## src/rtl/seg7_mux_counter.sv

```systemverilog
// rtl/seg7_mux_counter.sv - multi-digit up/down counter with time-multiplexed 7-segment drive
module seg7_mux_counter #(
    parameter int NUM_DIGITS  = 4,
    parameter int BASE        = 10,
    parameter int TICK_DIV    = 50000000,
    parameter int REFRESH_DIV = 100000
) (
    input  logic                    clk,
    input  logic                    rst,
    input  logic                    en,
    input  logic                    up,
    input  logic                    load,
    input  logic [4*NUM_DIGITS-1:0] load_val,
    output logic [4*NUM_DIGITS-1:0] digits,
    output logic [6:0]              cathodeOutput,
    output logic [NUM_DIGITS-1:0]   anodeOutput,
    output logic                    tick,
    output logic                    carry_out
);
    localparam int TW = $clog2(TICK_DIV);
    localparam int RW = $clog2(REFRESH_DIV);
    localparam int SW = (NUM_DIGITS > 1) ? $clog2(NUM_DIGITS) : 1;
    localparam logic [3:0]    MAX_DIGIT = 4'(BASE - 1);
    localparam logic [TW-1:0] TICK_LAST = TW'(TICK_DIV - 1);
    localparam logic [RW-1:0] SCAN_LAST = RW'(REFRESH_DIV - 1);
    localparam logic [SW-1:0] SEL_LAST  = SW'(NUM_DIGITS - 1);

    logic [TW-1:0]           tickCnt;
    logic [RW-1:0]           scanCnt;
    logic [SW-1:0]           scanSel;
    logic                    step;
    logic                    wrapAll;
    logic                    chain;
    logic [3:0]              curNibble;
    logic [3:0]              selDigit;
    logic [4*NUM_DIGITS-1:0] nextDigits;
    logic [4*NUM_DIGITS-1:0] loadDigits;

    function automatic logic [6:0] decodeSeg(input logic [3:0] d);
        logic [6:0] s;
        case (d)
            4'h0: s = 7'b0000001;
            4'h1: s = 7'b1001111;
            4'h2: s = 7'b0010010;
            4'h3: s = 7'b0000110;
            4'h4: s = 7'b1001100;
            4'h5: s = 7'b0100100;
            4'h6: s = 7'b0100000;
            4'h7: s = 7'b0001111;
            4'h8: s = 7'b0000000;
            4'h9: s = 7'b0000100;
            4'hA: s = 7'b0001000;
            4'hB: s = 7'b1100000;
            4'hC: s = 7'b0110001;
            4'hD: s = 7'b1000010;
            4'hE: s = 7'b0110000;
            default: s = 7'b0111000;
        endcase
        if (BASE == 10 && d > 4'd9) s = 7'b1111111;
        return s;
    endfunction

    assign step = en && !load && (tickCnt == TICK_LAST);

    // Ripple the +/-1 through the digits; chain still set at the end means every digit wrapped.
    always_comb begin
        nextDigits = digits;
        chain      = 1'b1;
        curNibble  = 4'd0;
        for (int i = 0; i < NUM_DIGITS; i++) begin
            curNibble = digits[4*i +: 4];
            if (chain) begin
                if (up) begin
                    if (curNibble == MAX_DIGIT) begin
                        nextDigits[4*i +: 4] = 4'd0;
                    end else begin
                        nextDigits[4*i +: 4] = curNibble + 4'd1;
                        chain = 1'b0;
                    end
                end else begin
                    if (curNibble == 4'd0) begin
                        nextDigits[4*i +: 4] = MAX_DIGIT;
                    end else begin
                        nextDigits[4*i +: 4] = curNibble - 4'd1;
                        chain = 1'b0;
                    end
                end
            end
        end
        wrapAll = chain;
    end

    always_comb begin
        loadDigits = load_val;
        for (int i = 0; i < NUM_DIGITS; i++) begin
            if (load_val[4*i +: 4] > MAX_DIGIT) loadDigits[4*i +: 4] = MAX_DIGIT;
        end
    end

    assign selDigit = digits[{scanSel, 2'b00} +: 4];

    always_ff @(posedge clk) begin
        if (rst) begin
            tickCnt       <= '0;
            digits        <= '0;
            tick          <= 1'b0;
            carry_out     <= 1'b0;
            scanCnt       <= '0;
            scanSel       <= '0;
            anodeOutput   <= '1;
            cathodeOutput <= 7'b1111111;
        end else begin
            if (load) begin
                tickCnt   <= '0;
                digits    <= loadDigits;
                tick      <= 1'b0;
                carry_out <= 1'b0;
            end else begin
                tick      <= step;
                carry_out <= step && wrapAll;
                if (en) tickCnt <= (tickCnt == TICK_LAST) ? '0 : tickCnt + TW'(1);
                if (step) digits <= nextDigits;
            end

            if (scanCnt == SCAN_LAST) begin
                scanCnt <= '0;
                scanSel <= (scanSel == SEL_LAST) ? '0 : scanSel + SW'(1);
            end else begin
                scanCnt <= scanCnt + RW'(1);
            end

            // Anode and cathode come from the same pre-edge select so they never disagree.
            anodeOutput   <= ~(NUM_DIGITS'(1) << scanSel);
            cathodeOutput <= decodeSeg(selDigit);
        end
    end
endmodule

```

## config.mk

```make
export PLATFORM = sky130hd
export DESIGN_NAME = seg7_mux_counter
export DESIGN_NICKNAME = d
export VERILOG_FILES = /design/src/rtl/seg7_mux_counter.sv
export SDC_FILE = /design/constraint.sdc
export NUM_CORES = 1
export LEC_CHECK = 0
export CORE_MARGIN = 2
export CORE_UTILIZATION = 51
export DETAILED_ROUTE_END_ITERATION = 7
export GPL_TIMING_DRIVEN = 1
export PLACE_DENSITY = 0.77
export SLEW_MARGIN = 20
export SYNTH_ARGS = -nofsm -noshare
export SYNTH_HDL_FRONTEND = slang
export SYNTH_SLANG_ARGS = --single-unit
export TNS_END_PERCENT = 1
```

## constraint.sdc

```tcl
create_clock -name clk -period 2.3 [get_ports clk]
set_input_delay 0.345 -clock clk [delete_from_list [all_inputs] [get_ports clk]]
set_output_delay 0.345 -clock clk [all_outputs]
set_load 0.01 [all_outputs]
```

[After elaboration in Yosys (flattened, before gate mapping)]
Memories as Yosys holds them, arrays and structs flattened. A register that Yosys moved wholly into a read port is not among the register bits.
Index checks and enable logic that the tools add are counted.
Operators by class
  add/sub/neg operators: 11
  $lt $le $gt $ge: 5
  equality and inequality tests: 7
  shift operators: 2
  muxes and demuxes: 38
  bitwise gates (word level): 1
  reduce and logical (&&, ||, !) cells: 18
Operators with widths (count)
  $mux 4: 19
  $mux 16: 2
  $add 26x1->26 const B: 1
  $eq 26x26->1 const B: 1
  $mux 26: 1
  $gt 4x4->1 const B: 5
  $add 17x1->17 const B: 1
  $eq 17x17->1 const B: 1
  $add 4x1->4 const B: 4
  $eq 4x4->1 const B: 4
  $logic_not 4->1: 4
  $shiftx 16x5->4: 1
  $sub 4x1->4 const B: 4
  $mux 1: 15
  $reduce_bool 2->1: 4
  $reduce_and 2->1: 3
  $reduce_or 2->1: 3
  $not 4->4: 1
  $shl 1x2->4 const A: 1
  $logic_and 1x1->1: 3
  $add 2x1->2 const B: 1
  $eq 2x2->1 const B: 1
  $mux 2: 1
  $logic_not 1->1: 1
Word-level totals
  flip-flop bits (word level): 67
  memory bits (read-only): 112
  output and inout bits: 29
  memories kept: 1
Memory list
  (name not given): depth 16, bits a word 7, read ports 1, clocked after Yosys merged registers in 1, write ports 0, line 41  | case (d)

[Depth between registers and ports, before layout]
Gate-level depths: netlist of the first run.
  depth after elaboration: 8
  gate-level depth with buffers: 8

[Worst setup path before layout of the first run]
Ideal clock, no wire load.
  path kind: flip-flop to flip-flop
  start point: register scanSel[1]
  end point: register cathodeOutput[3]
  data arrival time: 2088 ps
  required time: 2171 ps
  path slack: 83 ps
  stages on the path, launching flop included: 8
  path buffers: 1
  period minus slack after synthesis: 2217 ps
  cells stage by stage: dfxtp_1 clkbuf_1 mux4_2 inv_1 ha_1 inv_1 mux4_2 nand2b_1
Between the ends
  cells in the longest elaborated chain, start to end: 3
RTL lines
  start, declared: line 30  | logic [SW-1:0] scanSel;
  start signal, assigned: line 127  | scanSel <= (scanSel == SEL_LAST) ? '0 : scanSel + SW'(1);
  $shiftx 16x5->4 (*): line 100  | assign selDigit = digits[{scanSel, 2'b00} +: 4];
  $gt 4x4->1: line 59  | if (BASE == 10 && d > 4'd9) s = 7'b1111111;
  $reduce_or 2->1 (no line)
  end, declared: line 15  | output logic [6:0] cathodeOutput,
Mark *: on every way between the ends. The rest lies on a longest branch, timed or not.
A chain may end at the register's enable or synchronous reset.

[Worst setup path in the final report of the first run]
Ends and elaborated chain as after synthesis.

==> results of run 1 <==
==> cell type report <==
class                           instances  area share (%)
Multi-Input combinational cell        382            49.4
Inverter                               18            1.32
Clock buffer                            9            2.42
Clock inverter                          7            1.15
Tap cell                              105            2.57
Timing Repair Buffer                   80            14.2
Sequential cell                        74            29.0
==> final timing paths <==
path                   start                to  slack [ns]  cells past startpoint
setup reg to reg  scanSel[1]  cathodeOutput[3]         0.1                      6
setup / recovery  scanSel[1]  cathodeOutput[3]         0.1                      6
hold reg to reg   scanCnt[0]        scanCnt[0]        0.47                      1
hold / removal    scanCnt[0]        scanCnt[0]        0.47                      1
==> flip-flops by register name, summed over array words and instances (netlist names) <==
register       count
tickCnt           26
scanCnt           17
digits            16
cathodeOutput      7
anodeOutput        4
scanSel            2
carry_out          1
tick               1
==> layout by cell type, fill, tap and decap left out, drive strengths merged, types with 19 or more instances in the layout <==
cell           count
clkdlybuf4s50     49
o21ai             23
nor3              21
xnor2             24
dfxtp             74
nand2             39
inv               21
nor2              69
xor2              19
buf               31
==> metal layers <==
layer | vias to the layer above | wire length (um) | part of all wire (%) | track usage (%)
met5 | - | 0 | 0 | 0
met4 | 0 | 181 | 1.9 | 9.90
met3 | 14 | 387 | 4.0 | 3.56
met2 | 80 | 4550 | 47 | 36.3
met1 | 1783 | 4500 | 47 | 30.3
li1 | 1915 | - | - | -
==> cell families after synthesis <==
group	after synthesis	synth area share, %
DFF	74	35.1
and+or+nand+nor	228	28.8
muxes	16	5.33
adders and majority gates	12	3.55
buffers and inverters	52	5.24
xor gates and xnor gates	43	8.91
AOI/OAI and AO/OA	83	13.1
==> worst reg2reg max path, delay by kind of cell, from the launching register on <==
| family | cells | cell delay (ns) |
|---|---|---|
| adder cells (fa/ha/maj) | 1 | 0.18 |
| buffers and inverters | 2 | 0.22 |
| flip-flops | 1 | 0.51 |
| multiplexers | 2 | 1.05 |
| AND/OR/NAND/NOR | 1 | 0.14 |
==> power by group through the flow <==
| stage | registers [mW] | clock network [mW] | logic, mW |
|---|---|---|---|
| 2_1_floorplan | 1.39 | 0 | 0.228 |
| 3_3_place_gp | 1.38 | 0 | 0.405 |
| 4_1_cts | 1.35 | 0.968 | 0.417 |
| 5_1_grt | 1.36 | 1.01 | 0.461 |
| 3_5_place_dp | 1.38 | 0 | 0.414 |
| 6_report | 1.35 | 0.946 | 0.418 |
==> stage by stage <==
step | setup slack (ns) | power (mW)
after floorplan | 0.0833 | 1.61
after global placement | 0.0287 | 1.79
after detailed placement | -0.0372 | 1.80
after CTS | 0.0912 | 2.74
after global routing | 0.00618 | 2.83
final | 0.0997 | 2.72
==> run_results.csv, run 1 <==
group,metric,value,unit
logic_synthesis,yosysMostFrequentCell,"dfxtp_1",
sta,final.setup.tns,0,ns
place,dpl-instance-area,0.00493,sq mm
setup_path,cp_max_fo,5,
status,status,"finished, final reports clean",
floorplanning,core-area,0.00813,sq mm
sta,fmax,0.454,GHz
logic_synthesis,synth_top_area_cell,"dfxtp_1",
sta,timing.hold.ws,0.474,ns
setup_path,crit_slowest_cell,"mux4_2",
sta,rsz0062_at_grt,"no",
sta,period_share,95.7,%
layout,layout.cells.non_filler,675,
floorplanning,initial_core_util,51.9,%
setup_path,worstPathRequired,2.56,ns
floorplanning,die_w,95.0,um
layout,antenna_cells,0,
logic_synthesis,ys_seq_elements,74,
pwr,ir_drop,0.000366,V
global_route,grt_max_degree,25,
routing,routed_wl,9620,um
logic_synthesis,syn_nets,541,
setup_path,cp_cell_sequence,"mux4_2 > inv_1 > ha_1 > inv_1 > mux4_2 > nand2b_1",
logic_synthesis,synth-seq-area-share,35.1,%
sta,worst_slew_pin_slew,0.446,ns
pwr,clockPowerShare,34.8,%
sta,fin_skew,0.0116,ns
place,place.gp.congestion,0.977,
min_path,min_path_type,"flip-flop to flip-flop",
layout,register_area,0.00148,sq mm
job,max_cap_viol_count,0,
pwr,pwr-share-comb,15.4,%
layout,final_core_util,62.8,%
logic_synthesis,synth.avg_cell_area,8.32,sq um
setup_path,worst-path-buf-inv,2,
layout,num-fill-cells,682,
routing,wl_per_cell,14.3,um
sta,setup_viol,0,
layout,multi_input_area,0.00252,sq mm
logic_synthesis,syn_area,0.00423,sq mm
logic_synthesis,synth_area_leaders,"dfxtp_1 35%, nor2_1 6.1%, xnor2_1 5.0%, xor2_1 3.9%, ha_1 3.6%",
clocking,cts_made_buffers,9,
layout,design_area,0.00511,sq mm
pwr,switching_power,0.780,mW
logic_synthesis,synth.distinct_cells,62,
place,dp.cells,659,
sta,hold_viol,0,
logic_synthesis,ys.flop_type,"dfxtp_1",
sta,drv_slew,0,
logic_synthesis,synthCells,508,
logic_synthesis,async_flop_share,0,%
floorplanning,dieArea,0.00903,sq mm
clocking,cts_tree,"built",
layout,fin_nets,598,
routing,ant_nets,0,
layout,area_growth,20.9,%
clocking,cts_max_level,3,
floorplanning,die_h,95.0,um
logic_synthesis,yosysTopAreaCellShare,35.1,%
place,place.port_buffers,49,
routing,drt_pass1_iterations,4,
pwr,p_int,1.94,mW
routing,drc,0,
floorplanning,std_cell_rows,33,
global_route,grt_pass1_wl,16300,um
setup_path,crit_path_end_kind,"flip-flop",
routing,vias_per_cell,5.62,
logic_synthesis,synth_edf_count,0,
clocking,clock_path_buffers,2,
clocking,clkSinkCount,74,
routing,drt_iter0_markers,249,
sta,post-route-min-period,2.20,ns
global_route,grt.overflow.total,0,
place,dp_hpwl,7100,um
routing,dr_total_vias,3792,
setup_path,start_kind,"flip-flop",
clocking,clock_latency,0.35,ns
setup_path,worstPathArrival,2.46,ns
clocking,cts.repair.resized,0,
clocking,clk_pin_slew,0.09,ns
logic_synthesis,yosysWarnings,0,
clocking,cts_setup_buffers,0,
clocking,clockRootBuffer,"clkbuf_8",
layout,drive_above_1_share,11.8,%
floorplanning,boundaryPins,50,
global_route,grt_pass1_vias,3541,
pwr,power_density,532,mW/mm^2
clocking,holdBufCountCts,0,
global_route,track_usage,22.7,%
sta,timing.slew.headroom,70.0,%
pwr,p_leak,1.84,nW
setup_path,critical_path_class,"flip-flop to flip-flop",
logic_synthesis,synth_common_cells,"74 x dfxtp_1, 69 x nor2_1, 39 x nand2_1, 24 x clkbuf_1, 24 x xnor2_1",
setup_path,cp_slowest_stage_delay,0.61,ns
global_route,antenna_found_initial,0,
pwr,sequentialPowerShare,49.8,%
setup_path,cp_top_family,"multiplexers",
pwr,p_sw_share,28.7,%
Note: power is estimated with default switching activity, not from simulation.
==> run 2: changes to the inputs <==
--- a/config.mk
+++ b/config.mk
@@ -5,7 +5,7 @@
 export SDC_FILE = /design/constraint.sdc
 export NUM_CORES = 1
 export LEC_CHECK = 0
-export CORE_MARGIN = 2
+export CORE_MARGIN = 5
 export CORE_UTILIZATION = 51
 export DETAILED_ROUTE_END_ITERATION = 7
 export GPL_TIMING_DRIVEN = 1
==> run_results.csv, run 2 (synthesis results as in run 1) <==
group,metric,value,unit
setup_path,cp_cell_sequence,"clkdlybuf4s50_1 > nor3_1 > buf_4 > o21ai_1 > nor4_4 > a21oi_1 > o31ai_1",
global_route,track_usage,20.5,%
setup_path,crit_slowest_cell,"clkdlybuf4s50_1",
clocking,clock_path_buffers,2,
routing,dr_total_vias,3815,
clocking,clockRootBuffer,"clkbuf_8",
setup_path,ff2ff_path_depth,6,
global_route,grt_pass1_wl,16900,um
layout,final_cell_mix,"73 x dfxtp_1, 69 x nor2_1, 49 x clkdlybuf4s50_1",
layout,layout.cells.non_filler,671,
sta,worst_slack,0.229,ns
place,dp.cells,655,
setup_path,worstSetupStartpoint,"up",
global_route,grt.overflow.total,0,
clocking,cts_setup_buffers,0,
status,status,"finished, final reports clean",
routing,routed_wl,10100,um
clocking,cts_max_level,3,
place,place.port_buffers,49,
layout,area_growth,22.5,%
floorplanning,initial_core_util,51.9,%
pwr,ir_drop,0.000411,V
floorplanning,die_w,101,um
setup_path,worstPathRequired,2.56,ns
pwr,power_density,600,mW/mm^2
floorplanning,core-area,0.00813,sq mm
layout,fin_nets,594,
routing,wl_per_cell,15.1,um
global_route,grt_pass1_vias,3635,
setup_path,reg2reg_from,"digits[5]",
pwr,p_leak,1.88,nW
clocking,clock_latency,0.36,ns
setup_path,worstPathArrival,2.33,ns
clocking,clk_pin_slew,0.08,ns
routing,drt_iter0_markers,296,
layout,largest_registers,"tickCnt x26, scanCnt x17, digits x16",
sta,drv_slew,0,
setup_path,cp.depth,7,
floorplanning,dieArea,0.0102,sq mm
setup_path,cp_top_family,"simple AND/OR/NAND/NOR gates",
sta,worst_slew_pin_slew,0.525,ns
floorplanning,std_cell_rows,33,
sta,post-route-min-period,2.07,ns
place,dpl-instance-area,0.00491,sq mm
floorplanning,die_h,101,um
setup_path,start_kind,"primary input",
layout,drive_above_1_share,11.1,%
layout,design_area,0.00518,sq mm
min_path,hold_depth,1,
layout,final_common_cell,"dfxtp_1",
routing,drt_pass1_iterations,5,
clocking,holdBufCountCts,0,
sta,fmax,0.483,GHz
routing,drc,0,
global_route,grt_max_degree,25,
sta,timing.slew.headroom,64.9,%
sta,rsz0062_at_grt,"no",
place,dp_hpwl,7390,um
sta,setup_viol,0,
floorplanning,boundaryPins,50,
place,place.gp.congestion,0.862,
setup_path,cp_slowest_stage_delay,0.56,ns
routing,vias_per_cell,5.69,
setup_path,cp_max_fo,10,
sta,timing.hold.ws,0.482,ns
job,max_cap_viol_count,0,
setup_path,worst-path-buf-inv,2,
setup_path,crit_path_end_kind,"flip-flop",
clocking,cts_tree,"built",
min_path,min_path_type,"flip-flop to flip-flop",
clocking,cts_made_buffers,9,
setup_path,critical_path_class,"primary input to flip-flop",
place,pre_cts_slack,-0.116,ns
sta,hold_viol,0,
min_path,hp-start,"scanCnt[0]",
sta,fin_skew,0.0134,ns
pwr,power,3.11,mW
clocking,clkSinkCount,74,
sta,period_share,90.1,%
global_route,antenna_found_initial,0,
layout,antenna_cells,0,
layout,largest_register,"tickCnt",
layout,largest_register_ffs,26,
routing,ant_nets,0,
==> run 2: changes by cell type in the layout (fill, tap and decap cells not counted), sizes merged <==
cell,previous run,this run
clkinv,2,1
clkinvlp,2,0
buf,31,27
clkbuf,9,11
bufinv,0,4
inv,21,18
==> run 2: worst register-to-register path: stages (launching register included) <==
cell and delay [ns]:
dfxtp_1 0.56, mux4_2 0.38, inv_1 0.11, ha_1 0.30, inv_1 0.04, mux4_2 0.43
nand2b_1 0.14
==> run 2: final timing paths <==
path	end	slack, ns
worst min register to register	scanCnt[0]	0.48
worst max register to register	cathodeOutput[3]	0.24
worst max-delay path	digits[5]	0.23
worst min-delay path	scanCnt[0]	0.48
==> run 2: cell type report <==
| class | count | area (sq um) |
|---|---|---|
| Fill cell | 712 | 2960 |
| Multi-Input combinational cell | 382 | 2520 |
| Sequential cell | 74 | 1480 |
| Timing Repair Buffer | 76 | 706 |
| Clock buffer | 11 | 141 |
| Tap cell | 105 | 131 |
| Clock inverter | 5 | 125 |
| Inverter | 18 | 67.6 |
==> run 2: report_power, final <==
part / switching [mW] / leakage (nW) / internal [mW]
clock: 0.479 / 0.134 / 0.859
sequential: 0.0391 / 0.603 / 1.32
combinational: 0.204 / 1.14 / 0.210
total: 0.722 / 1.88 / 2.39
==> run 2: through the flow <==
| step | utilization [%] | setup TNS (ns) |
|---|---|---|
| 2_1_floorplan | - | 0 |
| 3_3_place_gp | 60.3 | -0.0108 |
| 3_5_place_dp | 60.3 | -0.440 |
| 4_1_cts | 63.6 | 0 |
| 5_1_grt | 63.6 | 0 |
| 6_report | 63.6 | 0 |
==> run 2: layer usage <==
layer	vias to the layer above	part of all wire, %	global-route usage [%]
met5	-	0	0
met4	0	3.0	9.92
met3	25	6.7	3.67
met2	113	47	32.9
met1	1775	44	26.6
li1	1902	-	-
==> run 2: what timing repair did <==
action,in CTS,in global routing
setup endpoints to repair,0,3
gates resized for setup,0,1
endpoints found under the hold margin,0,0
